==> config.mk <==
export PLATFORM = sky130hd
export DESIGN_NAME = intersection_scheduler_flat
export DESIGN_NICKNAME = d
export VERILOG_FILES = /design/src/rtl/intersection_scheduler_pkg.sv /design/src/rtl/intersection_scheduler_if.sv /design/src/rtl/intersection_scheduler_rr_picker.sv /design/src/rtl/intersection_scheduler.sv /design/src/flat_wrapper.sv
export SDC_FILE = /design/constraint.sdc
export NUM_CORES = 1
export LEC_CHECK = 0
export CAP_MARGIN = 20
export CORE_MARGIN = 10
export CORE_UTILIZATION = 50
export DETAILED_ROUTE_END_ITERATION = 10
export HOLD_SLACK_MARGIN = 0.05
export PLACE_DENSITY = 0.74
export SLEW_MARGIN = 25
export SYNTH_ARGS = -nofsm -noshare
export SYNTH_HDL_FRONTEND = slang
export SYNTH_SLANG_ARGS = --single-unit
==> constraint.sdc <==
create_clock -name CLK -period 2.95 [get_ports CLK]
set_input_delay 0.59 -clock CLK [delete_from_list [all_inputs] [get_ports CLK]]
set_output_delay 0.59 -clock CLK [all_outputs]
set_load 0.1 [all_outputs]
==> src/rtl/intersection_scheduler_pkg.sv <==
// Shared types and timing defaults for the intersection scheduler.
// Optional feature macro: EMERGENCY_PREEMPT_EN (adds preempt ports on the interface).
package intersection_scheduler_pkg;

  localparam logic [2:0] LIGHT_G = 3'b100;
  localparam logic [2:0] LIGHT_Y = 3'b010;
  localparam logic [2:0] LIGHT_R = 3'b001;

  typedef enum logic [1:0] {
    PH_GREEN  = 2'd0,
    PH_YELLOW = 2'd1,
    PH_ALLRED = 2'd2
  } phase_e;

  localparam int DEF_N_APPROACH = 4;
  localparam int DEF_MIN_GREEN  = 4;
  localparam int DEF_MAX_GREEN  = 12;
  localparam int DEF_YELLOW_T   = 2;
  localparam int DEF_ALLRED_T   = 1;
  localparam int DEF_TIMER_W    = 4;

endpackage

==> src/rtl/intersection_scheduler_if.sv <==
// Road-side bundle: car sensors in, light/grant/phase outputs out.
// Optional feature macro: EMERGENCY_PREEMPT_EN (adds preempt and preempt_id).
interface intersection_scheduler_if #(
  parameter int N_APPROACH = 4
);
  logic [N_APPROACH-1:0]       has_car;
  logic [N_APPROACH-1:0][2:0]  lights;
  logic [N_APPROACH-1:0]       grant;
  logic                        phase_start;
`ifdef EMERGENCY_PREEMPT_EN
  logic                          preempt;
  logic [$clog2(N_APPROACH)-1:0] preempt_id;

  modport master (output has_car, output preempt, output preempt_id,
                  input lights, input grant, input phase_start);
  modport slave  (input has_car, input preempt, input preempt_id,
                  output lights, output grant, output phase_start);
`else
  modport master (output has_car, input lights, input grant, input phase_start);
  modport slave  (input has_car, output lights, output grant, output phase_start);
`endif
endinterface

==> src/rtl/intersection_scheduler_rr_picker.sv <==
// Round-robin pick: first requesting index after cur, wrapping so cur itself is checked last.
// Optional feature macro EMERGENCY_PREEMPT_EN is not used here.
module intersection_scheduler_rr_picker #(
  parameter int N     = 4,
  parameter int IDX_W = 2
) (
  input  logic [N-1:0]     req_i,
  input  logic [IDX_W-1:0] cur_i,
  output logic [IDX_W-1:0] nxt_o,
  output logic             vld_o
);

  always_comb begin
    int j;
    logic [IDX_W-1:0] jj;
    j     = 0;
    jj    = '0;
    nxt_o = '0;
    vld_o = 1'b0;
    for (int k = 1; k <= N; k++) begin
      j = int'(cur_i) + k;
      if (j >= N) j = j - N;
      jj = IDX_W'(j);
      if (!vld_o && req_i[jj]) begin
        vld_o = 1'b1;
        nxt_o = jj;
      end
    end
  end

endmodule

==> src/rtl/intersection_scheduler.sv <==
// Multi-approach intersection phase sequencer: GREEN -> YELLOW -> ALLRED, round-robin over latched requests.
// Optional feature macro: EMERGENCY_PREEMPT_EN (preempt/preempt_id force the next green).
module intersection_scheduler
  import intersection_scheduler_pkg::*;
#(
  parameter int N_APPROACH = DEF_N_APPROACH,
  parameter int MIN_GREEN  = DEF_MIN_GREEN,
  parameter int MAX_GREEN  = DEF_MAX_GREEN,
  parameter int YELLOW_T   = DEF_YELLOW_T,
  parameter int ALLRED_T   = DEF_ALLRED_T,
  parameter int TIMER_W    = DEF_TIMER_W
) (
  input  logic                     CLK,
  input  logic                     RESET,
  intersection_scheduler_if.slave  bus
);

  localparam int IDX_W = $clog2(N_APPROACH);
  localparam logic [TIMER_W-1:0] MING_M1 = TIMER_W'(MIN_GREEN - 1);
  localparam logic [TIMER_W-1:0] MAXG_M1 = TIMER_W'(MAX_GREEN - 1);
  localparam logic [TIMER_W-1:0] YEL_M1  = TIMER_W'(YELLOW_T - 1);
  localparam logic [TIMER_W-1:0] AR_M1   = TIMER_W'(ALLRED_T - 1);

  phase_e                          state_q, state_d;
  logic [IDX_W-1:0]                cur_q, cur_d;
  logic [TIMER_W-1:0]              timer_q, timer_d;
  logic [N_APPROACH-1:0]           pending_q, pending_d;
  logic                            enter_q, enter_d;
  logic [N_APPROACH-1:0][2:0]      lights_q, lights_d, lights_rst;
  logic [N_APPROACH-1:0]           grant_q, grant_d;
  logic                            pstart_q;

  logic [N_APPROACH-1:0] cur_oh;
  logic                  other;
  logic [IDX_W-1:0]      pick_idx, nxt;
  logic                  pick_vld;

  always_comb begin
    cur_oh        = '0;
    cur_oh[cur_q] = 1'b1;
  end

  assign other = |(pending_q & ~cur_oh);

  intersection_scheduler_rr_picker #(.N(N_APPROACH), .IDX_W(IDX_W)) u_pick (
    .req_i (pending_q),
    .cur_i (cur_q),
    .nxt_o (pick_idx),
    .vld_o (pick_vld)
  );

`ifdef EMERGENCY_PREEMPT_EN
  assign nxt = bus.preempt ? bus.preempt_id : (pick_vld ? pick_idx : '0);
`else
  assign nxt = pick_vld ? pick_idx : '0;
`endif

  always_comb begin
    state_d   = state_q;
    cur_d     = cur_q;
    timer_d   = timer_q;
    enter_d   = 1'b0;
    // the current green owner never latches its own car; everyone else does
    pending_d = pending_q | (bus.has_car & ~((state_q == PH_GREEN) ? cur_oh : '0));
    case (state_q)
      PH_GREEN: begin
        if (timer_q != MAXG_M1) timer_d = timer_q + 1'b1;
`ifdef EMERGENCY_PREEMPT_EN
        if (bus.preempt) begin
          if (bus.preempt_id == cur_q) begin
            timer_d = timer_q;
          end else begin
            state_d = PH_YELLOW;
            timer_d = '0;
          end
        end else
`endif
        if (other && timer_q >= MING_M1 && (!bus.has_car[cur_q] || timer_q == MAXG_M1)) begin
          state_d = PH_YELLOW;
          timer_d = '0;
        end
      end
      PH_YELLOW: begin
        if (timer_q == YEL_M1) begin
          state_d = PH_ALLRED;
          timer_d = '0;
        end else begin
          timer_d = timer_q + 1'b1;
        end
      end
      PH_ALLRED: begin
        if (timer_q == AR_M1) begin
          state_d        = PH_GREEN;
          timer_d        = '0;
          cur_d          = nxt;
          pending_d[nxt] = 1'b0;
          enter_d        = 1'b1;
        end else begin
          timer_d = timer_q + 1'b1;
        end
      end
      default: begin
        state_d   = PH_GREEN;
        cur_d     = '0;
        timer_d   = '0;
        pending_d = '0;
      end
    endcase
  end

  always_comb begin
    for (int i = 0; i < N_APPROACH; i++) lights_rst[i] = LIGHT_R;
    lights_rst[0] = LIGHT_G;
  end

  // outputs follow the registered state, so they trail a state change by one cycle
  always_comb begin
    for (int i = 0; i < N_APPROACH; i++) lights_d[i] = LIGHT_R;
    grant_d = cur_oh;
    case (state_q)
      PH_GREEN:  lights_d[cur_q] = LIGHT_G;
      PH_YELLOW: lights_d[cur_q] = LIGHT_Y;
      PH_ALLRED: ;
      default: begin
        lights_d = lights_rst;
        grant_d  = N_APPROACH'(1);
      end
    endcase
  end

  always_ff @(posedge CLK) begin
    if (!RESET) begin
      state_q   <= PH_GREEN;
      cur_q     <= '0;
      timer_q   <= '0;
      pending_q <= '0;
      enter_q   <= 1'b0;
      lights_q  <= lights_rst;
      grant_q   <= N_APPROACH'(1);
      pstart_q  <= 1'b0;
    end else begin
      state_q   <= state_d;
      cur_q     <= cur_d;
      timer_q   <= timer_d;
      pending_q <= pending_d;
      enter_q   <= enter_d;
      lights_q  <= lights_d;
      grant_q   <= grant_d;
      pstart_q  <= enter_q;
    end
  end

  assign bus.lights      = lights_q;
  assign bus.grant       = grant_q;
  assign bus.phase_start = pstart_q;

endmodule
==> src/flat_wrapper.sv <==
// flat-port wrapper written by rule: the top's interface ports become plain ports
module intersection_scheduler_flat import intersection_scheduler_pkg::*;
#(
  parameter int N_APPROACH = DEF_N_APPROACH,
  parameter int MIN_GREEN  = DEF_MIN_GREEN,
  parameter int MAX_GREEN  = DEF_MAX_GREEN,
  parameter int YELLOW_T   = DEF_YELLOW_T,
  parameter int ALLRED_T   = DEF_ALLRED_T,
  parameter int TIMER_W    = DEF_TIMER_W
)
  (CLK, RESET, bus_has_car, bus_lights, bus_grant, bus_phase_start);
  intersection_scheduler_if #(.N_APPROACH(N_APPROACH)) bus_i ();
  input  logic CLK;
  input  logic RESET;
  input wire logic [$bits(bus_i.has_car)-1:0] bus_has_car;
  output wire logic [$bits(bus_i.lights)-1:0] bus_lights;
  output wire logic [$bits(bus_i.grant)-1:0] bus_grant;
  output wire logic [$bits(bus_i.phase_start)-1:0] bus_phase_start;
  assign bus_i.has_car = bus_has_car;
  assign bus_lights = bus_i.lights;
  assign bus_grant = bus_i.grant;
  assign bus_phase_start = bus_i.phase_start;
  intersection_scheduler #(.N_APPROACH(N_APPROACH), .MIN_GREEN(MIN_GREEN), .MAX_GREEN(MAX_GREEN), .YELLOW_T(YELLOW_T), .ALLRED_T(ALLRED_T), .TIMER_W(TIMER_W)) u_core (.CLK(CLK), .RESET(RESET), .bus(bus_i));
endmodule
==> run metrics, run 1 <==
CP Capture Type flop; drt pass-1 iters 4; total track usage around 13%; total power about 0.0008 W; largest net degree at the start of global routing 17; P&R area growth vs syn 14.45%; placed cell area approximately 0.0017 mm^2; pre-CTS setup slack roughly 0.56 ns; CTS tree built; CP Buf/Inv Count 1; top-count cell post-synth dfxtp_1; part of the power in registers between 50% and 60%; design area between 0.0015 and 0.002 mm^2; Comb power frac 15.7%; syn_area_per_cell between 9 and 10 um^2; fraction of layout cells with a size suffix above 1 about 20%; Yosys Warn Count 0; Synth area leader dfxtp_1; RSZ-0062 raised after global routing false; vias per cell around 5.8; Post-Syn Area around 0.0015 mm^2; clk_skew between 0.009 and 0.01 ns; Final Util about three fifths; CTS clk-pin slew, worst paths approximately 0.090 ns; Die Y approximately 75 um; Die X 74.89 um; Root Driver clkbuf_4; cts repair resizes 0; die footprint 0.005609 mm^2; Leakage Power 0.6916 nW; maximum vdd ir drop about 0.31 mV; worst endpoint required time around 3.2 ns; outcome finished clean; synth cell count leaders dfxtp_1 (30), nand2_1 (18), nor2_1 (12); wirelength, routed between 3000 and 4000 um; HPWL after detailed placement between 2000 and 2500 um; wire length per cell ~15 um; Starting DRT DRC Count roughly 100; Port Buf Inserts 22; Core Area 0.002829 mm^2; Least-Margin Pin Slew approximately 0.53 ns; CP peak stage delay between 0.6 and 0.7 ns; worst-path maximum fanout 12; Multi-input gate area between 800 and 900 um^2; Hold Path Class reg -> reg; Initial Util 53.25%; Num CTS Buffers 5; max_slew headroom between 60 and 70%; Yosys top cell area share roughly two fifths; synthesis-stage register bit count 30; PD cells 477.0 mW/mm^2; global-route wire length before repair 5547 um; post-route ant nets 0; DR vias around 1.3k; Final GP Congestion approximately 0.86; WP data arrival between 2 and 3 ns; number of fill cells in the layout 247; row count 19; cts hold-fix bufs 0; Sequential Area roughly 600 um^2; setup tns final 0 ns; total setup buffers inserted after CTS 0; Clk Latency, worst-skew pair around 0.33 ns; switching pwr between 0.0002 and 0.00025 W; final count of hold timing violations 0; final worst path period need around 2.4 ns; fin nets slightly below 200; I/O pin count 23; cell family with the largest share of critical-path delay compound AO/OA/AOI/OAI gates; H-tree Lvls 2; syn_nets around 180; DRC viols 0; # clock sinks 30; Post-synth EDFFs 0; internal power a little under 0.0006 W; Worst Setup Path Type reg -> reg; clock share of power 30.1%; Max-Cap Viols 0; Netlist cell types 47; final slew viol count 0; final cycle utilization of the critical path approximately 80%; register area share after synthesis 39.87%; R2R Setup Slk about 0.52 ns; ys async rst share 0%; Clock Tree Buf Depth 2; total congestion overflow 0; synthesized instance count around 160; Sw Ratio ~29%; synth top area cells dfxtp_1 (40%), ha_1 (5.8%), nand2_1 (4.5%); fmax approximately 400 MHz; vias in the first global route between 1k and 1.5k; Main synth FF type dfxtp_1; Final setup viols 0; initial antenna violation count 0; Cell Chain, Critical Path inv_1, ha_1, nand2b_1, a22oi_1, o221ai_2, a32o_1, a21o_1; Crit-path slowest cell dfxtp_1; n_diodes 0; fin worst setup slack 0.5196 ns; crit path launch type flop
-- cells by family (layout without fill, tap and decap cells) --
kind of cell	after synthesis	after routing	share of synthesized area (%)
buf+inv	17	38	6.064
xor+xnor	1	1	0.5815
compound gates	38	38	20.85
flops	30	30	39.87
simple gates	67	67	24.00
fa+ha+maj	7	7	5.814
mux	3	3	2.824
-- registers in the layout, indices dropped and copies added (netlist names) --
register and flops:
u_core.bus.lights 12, u_core.bus.grant 4, u_core.pending_q 4, u_core.timer_q 4, u_core.cur_q 2, u_core.state_q 2, u_core.bus.phase_start 1, u_core.enter_q 1
-- routing by layer --
metal | vias to the layer above | track usage (%) | routed length, um
met2 | 51 | 20.29 | 1424
met4 | 0 | 4.622 | 32
met5 | - | 0 | 0
met3 | 5 | 5.650 | 338
li1 | 615 | - | -
met1 | 586 | 14.50 | 1512
-- cells in the final DEF (no fill, tap or decap), types with 2 or more instances in the layout --
cell and n:
nand3_1 5, ha_1 7, and3_1 4, a211oi_2 2, nor3b_1 2, nand2_1 18, nand2b_1 7, or2_1 2
o221ai_1 2, buf_4 17, clkdlybuf4s50_1 5, nor3_1 2, a21boi_0 2, o21ai_1 3, a22oi_1 2, inv_1 7
mux2i_1 2, nor2b_1 3, a32oi_1 2, and2_1 5, clkbuf_4 5, nand3b_1 2, a21oi_1 8, dfxtp_1 30
o21ai_0 5, nor2_1 12
-- worst paths after layout --
| check | startpoint | to | cells after the start |
|---|---|---|---|
| setup / recovery | u_core.cur_q[0] | u_core.cur_q[1] | 7 |
| hold / removal | u_core.enter_q | u_core.bus.phase_start | 1 |
| setup reg to reg | u_core.cur_q[0] | u_core.cur_q[1] | 7 |
| hold reg to reg | u_core.enter_q | u_core.bus.phase_start | 1 |
-- final cells by class --
cell class	count	share of cell area (%)
Timing Repair Buffer	22	10.30
Multi-Input combinational cell	116	47.24
Clock inverter	1	0.2903
Clock buffer	7	3.193
Tap cell	31	2.250
Inverter	8	1.887
Sequential cell	30	34.83
-- power by group through the flow --
stage / clock, W / sequential [W] / combinational, W
finish: 0.000248 / 0.000445 / 0.000129
CTS: 0.000252 / 0.000444 / 0.000129
detailed placement: 0 / 0.000454 / 0.000127
global route: 0.000266 / 0.000448 / 0.000144
floorplan: 0 / 0.000454 / 0.0000967
global placement: 0 / 0.000452 / 0.000124
-- metrics by stage --
step           instances  hold WS, ns
6_report             215       0.4537
4_1_cts              215       0.4591
3_3_place_gp         207       0.4192
2_1_floorplan        163       0.4119
3_5_place_dp         207       0.4283
5_1_grt              215       0.4802
Power figures use the tool's default switching activity.
==> inputs of run 2 (changes only) <==
clock period = 2.3 ns   (was 2.95 ns; I/O delays follow)
==> run metrics, run 2 (synthesis gave the netlist of run 1 again) <==
final cycle utilization of the critical path 86.95% (+4.6 points); drt pass-1 iters 4 (unchanged); PD cells 591.3 mW/mm^2 (+24%); most common cell after layout, fill and taps aside dfxtp_1; final count of hold timing violations 0 (unchanged); dpl cells 211 (+1.9%); fmax 500.1 MHz (+22%); die footprint 0.005609 mm^2 (unchanged); Multi-input gate area 814.5 um^2 (unchanged); Num CTS Buffers 5 (unchanged); outcome finished clean; Port Buf Inserts 22 (unchanged); fraction of layout cells with a size suffix above 1 21.93% (+1.8 points); maximum vdd ir drop 0.3616 mV (+15%); Sequential Area 600.6 um^2 (unchanged); design area 0.001742 mm^2 (+1.0%); Starting DRT DRC Count 104 (+2.0%); HPWL after detailed placement 2650 um (+8.9%); initial antenna violation count 0 (unchanged); DR vias 1267 (+0.80%); Worst Setup Path Type reg -> reg; final slew viol count 0 (unchanged); CP peak stage delay 0.43 ns (-0.23 ns); part of the power in registers 55.4% (+1.2 points); Initial Util 53.25% (unchanged); worst-path maximum fanout 10 (-2); post-route ant nets 0 (unchanged); I/O pin count 23 (unchanged); Final Util 61.57% (+0.62 points); Register-to-Register Path Depth 7 (unchanged); n_diodes 0 (unchanged); Crit-path slowest cell ha_1; Final GP Congestion 0.8358 (-2.8%); Comb power frac 16.5% (+0.8 points); row count 19 (unchanged); final worst path period need 2.000 ns (-0.4307 ns); placed cell area 0.001694 mm^2 (+1.8%); wirelength, routed 3471 um (+5.0%); clock share of power 28.1% (-2.0 points); Cell Chain, Critical Path inv_1, ha_1, nand2b_1, a22oi_1, o221ai_2, a32o_1, a21o_1; Hold Path Class reg -> reg; most frequent cells in the layout dfxtp_1 (30), buf_4 (21), nand2_1 (18); total congestion overflow 0 (unchanged); Die Y 74.89 um (unchanged); Max-Cap Viols 0 (unchanged); cts hold-fix bufs 0 (unchanged); Die X 74.89 um (unchanged); Levels on crit path 7 (unchanged); WP data arrival 2.23 ns (-0.42 ns); crit path launch type flop; switching pwr 0.0003135 W (+33%); total setup buffers inserted after CTS 0 (unchanged); DRC viols 0 (unchanged); Root Driver clkbuf_4; vias per cell 5.812 (-0.59%); internal power 0.0007163 W (+22%); Clk Latency, worst-skew pair 0.33 ns (about the same); CP Buf/Inv Count 1 (unchanged); Sw Ratio 30.44% (+1.8 points); Least-Margin Pin Slew 0.5678 ns (+0.03978 ns); wire length per cell 15.92 um (+3.5%); largest net degree at the start of global routing 17 (unchanged); global-route wire length before repair 5899 um (+6.3%); H-tree Lvls 2 (unchanged); CP Capture Type flop; number of fill cells in the layout 251 (+1.6%); setup tns final 0 ns (unchanged); Leakage Power 0.7077 nW (+2.3%); Worst Hold Depth 1 (unchanged); cts repair resizes 0 (unchanged); fin nets 200 (+2.0%); Core Area 0.002829 mm^2 (unchanged); Clock Tree Buf Depth 2 (unchanged); total track usage 13.72% (+1.1 points); Final Non-Filler Cells 218 (+1.4%); # clock sinks 30 (unchanged); cell family with the largest share of critical-path delay compound AO/OA/AOI/OAI gates; CTS clk-pin slew, worst paths 0.09 ns (about the same); Final setup viols 0 (unchanged); worst endpoint required time 2.53 ns (-0.64 ns); RSZ-0062 raised after global routing false; CTS tree built; flip-flop count of the largest register after layout 12 (unchanged); P&R area growth vs syn 15.61%; vias in the first global route 1247 (+1.1%); max_slew headroom 62.10% (-2.7 points); clk_skew 0.008578 ns (-0.0006677 ns)
## run 2: changes by cell type in the layout (fill, tap and decap cells not counted), sizes merged
cell and delta:
clkinv +1, buf +4, clkbuf -2
## run 2: final timing paths
path	endpoint	start	slack (ns)
setup reg to reg	u_core.cur_q[1]	u_core.cur_q[0]	0.30
setup / recovery	u_core.cur_q[1]	u_core.cur_q[0]	0.30
hold / removal	u_core.bus.phase_start	u_core.enter_q	0.44
hold reg to reg	u_core.bus.phase_start	u_core.enter_q	0.44
## run 2: area by class of cell
type | count | area share, %
clock buffer | 5 | 2.155
timing repair buffer | 26 | 11.93
inverter | 8 | 1.868
multi-input combinational | 116 | 46.77
clock inverter | 2 | 0.5747
sequential | 30 | 34.48
tap | 31 | 2.227
## run 2: worst register-to-register path: stages, from the launching register on
cell	delay [ns]
dfxtp_1	0.34
inv_1	0.09
ha_1	0.43
nand2b_1	0.20
a22oi_1	0.21
o221ai_2	0.15
a32o_1	0.28
a21o_1	0.19
## run 2: per-layer routing
metal	vias to the layer above	share of wire [%]	GRT usage [%]
li1	623	-	-
met1	589	44	16.44
met2	48	45	21.05
met3	7	9.2	5.256
met4	0	1.9	6.723
met5	-	0	0
## run 2: per-stage QoR
stage	hold slack [ns]	total power [W]	setup slack [ns]
after detailed placement	0.4200	0.0007508	0.3079
after global routing	0.4569	0.001090	0.1029
after floorplan	0.4119	0.0007059	0.2818
final	0.4395	0.001030	0.3003
after global placement	0.4187	0.0007433	0.3940
after CTS	0.4415	0.001037	0.3004
## run 2: power groups by stage
| stage | Clock, W | Sequential, W | Combinational, W |
|---|---|---|---|
| after global placement | 0 | 0.000580 | 0.000163 |
| after detailed placement | 0 | 0.000581 | 0.000169 |
| final | 0.000289 | 0.000571 | 0.000170 |
| after global routing | 0.000324 | 0.000576 | 0.000189 |
| after floorplan | 0 | 0.000582 | 0.000124 |
| after CTS | 0.000298 | 0.000569 | 0.000170 |
==> inputs of run 3 (changes only) <==
CORE_MARGIN = 8   (was 10)
CTS_CLUSTER_SIZE = 14   (was default)
==> run metrics, run 3 (synthesis gave the netlist of run 1 again) <==
outcome finished clean; HPWL after detailed placement 2562 um (-3.3%); total setup buffers inserted after CTS 0 (unchanged); most common cell after layout, fill and taps aside dfxtp_1; Die Y 70.89 um (-5.3%); setup tns final 0 ns (unchanged); dpl cells 213 (+0.95%); total track usage 14.07% (+0.35 points); switching pwr 0.0003197 W (+2.0%); Least-Margin Pin Slew 0.5043 ns (-0.06349 ns); Comb power frac 13.1% (-3.4 points); Final Non-Filler Cells 221 (+1.4%); wirelength, routed 3358 um (-3.3%); clk_skew 0.01537 ns (+0.006792 ns); final worst path period need 2.070 ns (+0.07042 ns); row count 20 (+1); # clock sinks 30 (unchanged); CTS clk-pin slew, worst paths 0.11 ns (+0.02 ns); RSZ-0062 raised after global routing false; Final GP Congestion 0.8257 (-1.2%); Core Area 0.002953 mm^2 (+4.4%); fraction of layout cells with a size suffix above 1 22.34% (+0.42 points); Hold Path End u_core.bus.phase_start; die footprint 0.005025 mm^2 (-10%); part of the power in registers 44.0% (-11 points); Clock Tree Buf Depth 2 (unchanged); Sw Ratio 24.67% (-5.8 points); final count of hold timing violations 0 (unchanged); Initial Util 51.02% (-2.2 points); total congestion overflow 0 (unchanged); vias in the first global route 1183 (-5.1%); r2r endpoint u_core.pending_q[0]; Final setup viols 0 (unchanged); Hold Path Origin u_core.enter_q; CTS tree built; H-tree Lvls 2 (unchanged); fin nets 200 (unchanged); maximum vdd ir drop 0.4588 mV (+27%); clock share of power 43.0% (+15 points); final slew viol count 0 (unchanged); Root Driver clkbuf_4; global-route wire length before repair 5616 um (-4.8%); Worst Setup Path Type reg -> reg; final cycle utilization of the critical path 90.01% (+3.1 points); Num CTS Buffers 5 (unchanged); initial antenna violation count 0 (unchanged); Starting DRT DRC Count 89 (-14%); drt pass-1 iters 6 (+2); Port Buf Inserts 22 (unchanged); vias per cell 5.751 (-1.0%); worst-path maximum fanout 10 (unchanged); Max-Cap Viols 0 (unchanged); Hold Path Class reg -> reg; most frequent cells in the layout dfxtp_1 (30), buf_4 (21), nand2_1 (18); post-route ant nets 0 (unchanged); Worst Hold Depth 1 (unchanged); Register-to-Register Path Depth 7 (unchanged); DRC viols 0 (unchanged); crit path launch type flop; DR vias 1271 (+0.32%); Clk Latency, worst-skew pair 0.34 ns (about the same); Die X 70.89 um (-5.3%); R2R Setup Slk 0.23 ns (-0.07 ns); worst endpoint required time 2.51 ns (-0.02 ns); WP data arrival 2.28 ns (+0.05 ns); I/O pin count 23 (unchanged); n_diodes 0 (unchanged); flip-flop count of the largest register after layout 12 (unchanged); largest net degree at the start of global routing 17 (unchanged); Final Util 61.23% (-0.34 points); PD cells 716.7 mW/mm^2 (+21%); cts repair resizes 0 (unchanged); CP Capture Type flop; wire length per cell 15.19 um (-4.6%); fmax 483.1 MHz (-3.4%); RR Startpoint u_core.cur_q[0]; Leakage Power 0.7353 nW (+3.9%); max_slew headroom 66.34% (+4.2 points); cts hold-fix bufs 0 (unchanged); P&R area growth vs syn 20.02%; internal power 0.0009761 W (+36%)
-- run 3: changes by cell type in the layout (fill, tap and decap cells not counted), sizes merged --
| cell | before | now |
|---|---|---|
| clkinv | 2 | 0 |
| clkbuf | 5 | 6 |
| bufinv | 0 | 2 |
-- run 3: worst max-delay path by stage --
| stage | startpoint | to | depth (start not counted) | slack [ns] |
|---|---|---|---|---|
| 2_1_floorplan | u_core.cur_q[0] | u_core.cur_q[1] | 9 | 0.28 |
| 3_3_place_gp | u_core.cur_q[1] | u_core.cur_q[0] | 7 | 0.37 |
| 3_5_place_dp | u_core.cur_q[0] | u_core.pending_q[0] | 7 | 0.28 |
| 4_1_cts | u_core.cur_q[0] | u_core.pending_q[0] | 7 | 0.25 |
| 5_1_grt | u_core.cur_q[0] | u_core.pending_q[2] | 7 | 0.06 |
| 6_report | u_core.cur_q[0] | u_core.pending_q[0] | 7 | 0.23 |
-- run 3: critical path, stage by stage (launching register included) --
cell and delay, ns:
dfxtp_1 0.35, inv_1 0.10, ha_1 0.44, a21boi_0 0.25
o221ai_1 0.15, a32oi_1 0.26, nor2b_1 0.28, a21oi_1 0.10
-- run 3: through the flow --
stage	cell area, um^2	worst slack [ns]	power (W)	hold slack [ns]
6_report	1808	0.2298	0.001296	0.4683
5_1_grt	1808	0.05782	0.001343	0.4913
4_1_cts	1808	0.2505	0.001302	0.4664
3_5_place_dp	1697	0.2814	0.0007497	0.4309
3_3_place_gp	1697	0.3706	0.0007429	0.4277
2_1_floorplan	1506	0.2818	0.0007059	0.4119
-- run 3: power by group through the flow --
stage / combinational, W / clock [W] / sequential (W)
after global routing: 0.000186 / 0.000585 / 0.000573
after CTS: 0.000170 / 0.000563 / 0.000569
final: 0.000169 / 0.000557 / 0.000570
after floorplan: 0.000124 / 0 / 0.000582
after global placement: 0.000163 / 0 / 0.000580
after detailed placement: 0.000168 / 0 / 0.000581
-- run 3: cell type report --
type / instances / area, um^2
Multi-Input combinational cell: 116 / 814.5
Inverter: 8 / 32.53
Sequential cell: 30 / 600.6
Clock inverter: 2 / 60.06
Timing Repair Buffer: 26 / 207.7
Clock buffer: 6 / 51.30
Fill cell: 268 / 1145
Tap cell: 33 / 41.29
-- run 3: per-layer routing --
layer  up-vias  wire [um]  GRT usage (%)
met3         4        195          4.802
met1       606       1537          16.56
met4         0         42          6.236
met2        37       1582          22.55
li1        624          -              -
met5         -          0              0
==> RTL change 1: new RTL, settings of run 2 <==
Re-encode `phase_e` (3 values) as one-hot, 3 bits wide.
--- a/src/rtl/intersection_scheduler_pkg.sv
+++ b/src/rtl/intersection_scheduler_pkg.sv
@@ -6,10 +6,10 @@
   localparam logic [2:0] LIGHT_Y = 3'b010;
   localparam logic [2:0] LIGHT_R = 3'b001;
 
-  typedef enum logic [1:0] {
-    PH_GREEN  = 2'd0,
-    PH_YELLOW = 2'd1,
-    PH_ALLRED = 2'd2
+  typedef enum logic [2:0] {
+    PH_GREEN  = 3'b001,
+    PH_YELLOW = 3'b010,
+    PH_ALLRED = 3'b100
   } phase_e;
 
   localparam int DEF_N_APPROACH = 4;
Function: same outputs for any inputs over 10 cycles, from zero or initial values and one cycle with RESET low; not proved beyond that.
==> RTL change 1 against run 2 <==
- clock skew is 2.6 ps lower
- sequential share of layout area down 1.5 points
- routed wire length up 5.1%
- setup slack got worse by 160 ps
- global-route usage fell by 1.2 points
- area after synthesis is 5.5% higher
- final area grew 8.0%
- sequential cell count grew 1
- largest cell class unchanged
Power is not compared: it rests on default switching activity, and its combinational part moved more than twofold at a synthesized area within 25%.
==> RTL change 1: results (changes against run 2) <==
outcome:
  status: "finished clean"  # unchanged
logic_synthesis:
  synth_fp_nets: 186  # was 176
  synth.yosys.seq_area_share_pct: 39.06  # was 39.87%
  synthArstFlopShare_pct: 0  # unchanged
  yosys-top-cells-count: "dfxtp_1 (31), nor2_1 (18), nand2_1 (13), nand2b_1 (13), inv_1 (9)"  # was dfxtp_1 (30), nand2_1 (18), nor2_1 (12)
  synth_area_leaders: "dfxtp_1 (39%), ha_1 (5.5%), nand2b_1 (5.1%)"  # was dfxtp_1 (40%), ha_1 (5.8%), nand2_1 (4.5%)
  ys_types: 51  # was 47
drt:
  wl_met3_um: 187  # was 319 um
  vias_per_cell: 5.432  # was 5.812
  met2_length_um: 1670  # was 1551 um
  wl_um: 3648  # was 3471 um
  m1WireLength_um: 1747  # was 1534 um
global_routing:
  grt_pass1_vias: 1251  # was 1247
  grt_first_pass_wirelength_um: 6092  # was 5899 um
  grt_use_total_pct: 12.49  # was 13.72%
  grt_max_degree: 14  # was 17
cts:
  cts_setup_buffers: 0  # unchanged
  cts_htree_levels: 2  # unchanged
layout:
  num_antenna_cells: 0  # unchanged
  drive_gt1_share_pct: 20.60  # was 21.93%
  largest_reg_flops: 12  # unchanged
  fin_nets: 211  # was 200
  n_fill_cell: 282  # was 251
sta:
  finClkSkew_ps: 5.985  # was 8.578 ps
  tightest_slew_ps: 436.6  # was 567.8 ps
placement:
  postPlaceCellArea_mm2: 0.001813  # was 0.001694 mm2
  dp_hpwl_um: 2750  # was 2650 um
  gp_congestion: 0.8785  # was 0.8358
critical_path:
  crit_path_max_fanout: 5  # was 10
  cp.arrival_ps: 2460  # was 2230 ps
## RTL change 1: cell types whose count changed in the layout (fill, tap and decap cells not counted), moves of 3 or more
| cell | change |
|---|---|
| and2_1 | -3 |
| nand2_1 | -5 |
| and3_1 | -4 |
| nor2_1 | +6 |
| o21ai_1 | -3 |
| nor3_1 | +5 |
| nand2b_1 | +6 |
## RTL change 1: logic make-up after synthesis
family / synth area share [%]
simple gates: 22.60
compound gates: 18.58
flops: 39.06
buf+inv: 5.038
mux: 7.008
fa+ha+maj: 5.512
xor+xnor: 2.205
## RTL change 1: worst paths after layout
path	from	to	slack, ps
worst min register to register	u_core.enter_q$_SDFF_PN0_	u_core.bus.phase_start$_SDFF_PN0_	460
worst max-delay path	u_core.cur_q[0]$_SDFFE_PN0P_	u_core.pending_q[3]$_SDFF_PN0_	140
worst max register to register	u_core.cur_q[0]$_SDFFE_PN0P_	u_core.pending_q[3]$_SDFF_PN0_	140
worst min-delay path	u_core.enter_q$_SDFF_PN0_	u_core.bus.phase_start$_SDFF_PN0_	460
## RTL change 1: power by group through the flow
| stage | combinational (mW) | sequential (mW) | clock [mW] |
|---|---|---|---|
| 2_1_floorplan | 0.693 | 0.757 | 0 |
| 3_3_place_gp | 0.893 | 0.750 | 0 |
| 3_5_place_dp | 0.920 | 0.755 | 0 |
| 4_1_cts | 0.926 | 0.744 | 0.374 |
| 5_1_grt | 1.02 | 0.765 | 0.401 |
| 6_report | 0.928 | 0.747 | 0.367 |
## RTL change 1: per-stage QoR
step                hold slack, ps  setup WS (ps)  instances
finish                       458.7          136.5        243
global route                 505.5          4.383        243
CTS                          465.9          151.6        243
detailed placement           445.3          161.3        235
global placement             419.2          184.4        235
floorplan                    411.9          23.87        173
## RTL change 1: routing by layer
layer | global-route usage [%] | vias up
met4 | 3.903 | 0
met1 | 15.62 | 633
met2 | 18.88 | 24
met5 | 0 | -
met3 | 5.307 | 6
li1 | - | 657
## RTL change 1: cell type report
class / count / area [um2] / share of cell area [%]
clock buffers: 8 / 68.82 / 3.657
inverters: 9 / 33.78 / 1.795
multi-input cells: 124 / 888.4 / 47.21
flip-flops and latches: 31 / 620.6 / 32.98
well taps: 44 / 55.05 / 2.926
repair buffers: 27 / 215.2 / 11.44
## RTL change 1: critical path: stages, from the launching register on
cell and delay (ps):
dfxtp_1 330, inv_1 100, ha_1 370, nand2b_1 230
and4b_1 210, a41o_2 250, a221oi_4 380, o221a_1 250
==> RTL change 2: new RTL, flow settings as in run 2 <==
Without the edit above. The package constant `DEF_TIMER_W` goes from 4 to 6.
--- a/src/rtl/intersection_scheduler_pkg.sv
+++ b/src/rtl/intersection_scheduler_pkg.sv
@@ -17,7 +17,7 @@
   localparam int DEF_MAX_GREEN  = 12;
   localparam int DEF_YELLOW_T   = 2;
   localparam int DEF_ALLRED_T   = 1;
-  localparam int DEF_TIMER_W    = 4;
+  localparam int DEF_TIMER_W    = 6;
 
 endpackage
 
Behaviour: same outputs for any inputs over 10 cycles, from zero or initial values and one cycle with RESET low; that may be too few to reach the edited logic, so the function may still have changed.
==> RTL change 2 against run 2 <==
- total power up 5.3%
- count of clock-buffer cells in the layout is 2 higher
- setup slack lost 120 ps
- area after synthesis increased by 1.0%
- sequential cell count grew 2
- critical endpoint is now u_core.pending_q[3]$_SDFF_PN0_
- global-route usage down 2.0 points
- routed wire length shrank 6.1%
- final area rose by 3.3%
- highest routed layer unchanged
- clock skew rose by 5.5 ps
==> RTL change 2: results (changes against run 2) <==
global_routing:
  grt_first_pass_wirelength_um: 5154  # was 5899 um
  grt_pass1_vias: 1114  # was 1247
  grt_use_total_pct: 11.77  # was 13.72%
  antenna_found_initial: 0  # unchanged
  grt_max_degree: 17  # unchanged
pwr:
  ir_drop_mv: 0.3420  # was 0.3616 mV
  leakagePower_nw: 0.7418  # was 0.7077 nW
  p_sw_mw: 0.2800  # was 0.3135 mW
logic_synthesis:
  synthArstFlopShare_pct: 0  # unchanged
  yosys-top-cells-count: "dfxtp_1 (32), nand2_1 (14), nor2_1 (12)"  # was dfxtp_1 (30), nand2_1 (18), nor2_1 (12)
  yosysWarnings: 0  # unchanged
  synth_area_leaders: "dfxtp_1 (42%), ha_1 (5.8%), mux4_2 (4.4%)"  # was dfxtp_1 (40%), ha_1 (5.8%), nand2_1 (4.5%)
  synth_fp_nets: 166  # was 176
  synth.yosys.seq_area_share_pct: 42.11  # was 39.87%
  ys_types: 45  # was 47
  netlist_instances: 153  # was 163
sta:
  finClkSkew_ps: 14.08  # was 8.578 ps
  slew-limit-headroom_pct: 68.76  # was 62.10%
layout:
  stdcell_count: 210  # was 218
  num_antenna_cells: 0  # unchanged
  drive_gt1_share_pct: 21.79  # was 21.93%
  fin_nets: 192  # was 200
  largest_reg_flops: 12  # unchanged
  n_fill_cell: 230  # was 251
drt:
  firstDrtPassIters: 4  # unchanged
  wl_per_cell_um: 15.53  # was 15.92 um
  drtIter0Drc: 86  # was 104
  routed-via-count: 1224  # was 1267
placement:
  dp_hpwl_um: 2497  # was 2650 um
  portBuffers: 22  # unchanged
  dp.cells: 203  # was 211
  gp_congestion: 0.9174  # was 0.8358
  postPlaceCellArea_mm2: 0.001732  # was 0.001694 mm2
cts:
  cts_htree_levels: 2  # unchanged
  insertion_delay_ps: 330  # about the same
  cts_setup_buffers: 0  # unchanged
  cts-root-buf: "clkbuf_4"  # unchanged
  cts_buffer_depth: 2  # unchanged
  clk_pin_slew_ps: 100
  cts_buffers: 5  # unchanged
hold_path:
  worstHoldPathType: "reg -> reg"  # unchanged
critical_path:
  cp.arrival_ps: 2330  # was 2230 ps
  crit_path_max_fanout: 6  # was 10
outcome:
  status: "finished clean"  # unchanged
## RTL change 2: cell families after synthesis
family,Yosys count,synth area share [%]
AOI/OAI and AO/OA,28,17.02
buffers and inverters,14,3.618
muxes,7,7.401
and+or+nand+nor,61,21.79
xor gates and xnor gates,4,2.303
DFF,32,42.10
adders and majority gates,7,5.756
## RTL change 2: routing by layer
layer	vias to the layer above	track usage (%)	share of wire [%]
met3	6	3.942	7.1
met5	-	0	0
met1	578	14.14	45
met4	0	5.361	0.95
met2	40	18.67	47
li1	600	-	-
## RTL change 2: stage by stage
stage          utilization (%)  worst slack, ps  power (mW)
3_5_place_dp             61.21            94.50      0.7404
4_1_cts                  63.51            81.88       1.090
3_3_place_gp             61.21            177.5      0.7340
2_1_floorplan                -            85.22      0.7018
5_1_grt                  63.60            74.78       1.130
6_report                 63.60            176.8       1.084
## RTL change 2: power by group through the flow
stage | Combinational [mW] | Sequential (mW) | Clock (mW)
finish | 0.138 | 0.591 | 0.355
global route | 0.151 | 0.593 | 0.385
CTS | 0.138 | 0.591 | 0.362
detailed placement | 0.137 | 0.603 | 0
global placement | 0.132 | 0.602 | 0
floorplan | 0.0982 | 0.604 | 0
## RTL change 2: critical path: stages (launching register included)
cell      delay [ps]
dfxtp_2          410
inv_1             80
ha_1             330
mux4_2           510
a21oi_2          170
mux2i_2          350
a311oi_1         140
## RTL change 2: worst paths after layout
check	startpoint	to	slack [ps]	depth (start not counted)
max	u_core.cur_q[0]$_SDFFE_PN0P_	u_core.pending_q[3]$_SDFF_PN0_	180	6
min	u_core.enter_q$_SDFF_PN0_	u_core.bus.phase_start$_SDFF_PN0_	440	1
max reg2reg	u_core.cur_q[0]$_SDFFE_PN0P_	u_core.pending_q[3]$_SDFF_PN0_	180	6
min reg2reg	u_core.enter_q$_SDFF_PN0_	u_core.bus.phase_start$_SDFF_PN0_	440	1
## RTL change 2: final cells by class
class	count	area [um2]	share of cell area, %
clock buffers	7	65.06	3.616
inverters	9	33.78	1.878
multi-input cells	107	825.8	45.90
flip-flops and latches	32	643.1	35.74
well taps	31	38.79	2.156
repair buffers	24	192.7	10.71
## RTL change 2: timing repair
item / CTS / global route
gates resized for setup: 0 / 2
endpoints found under the setup margin: 0 / 3
hold buffers: 0 / 0
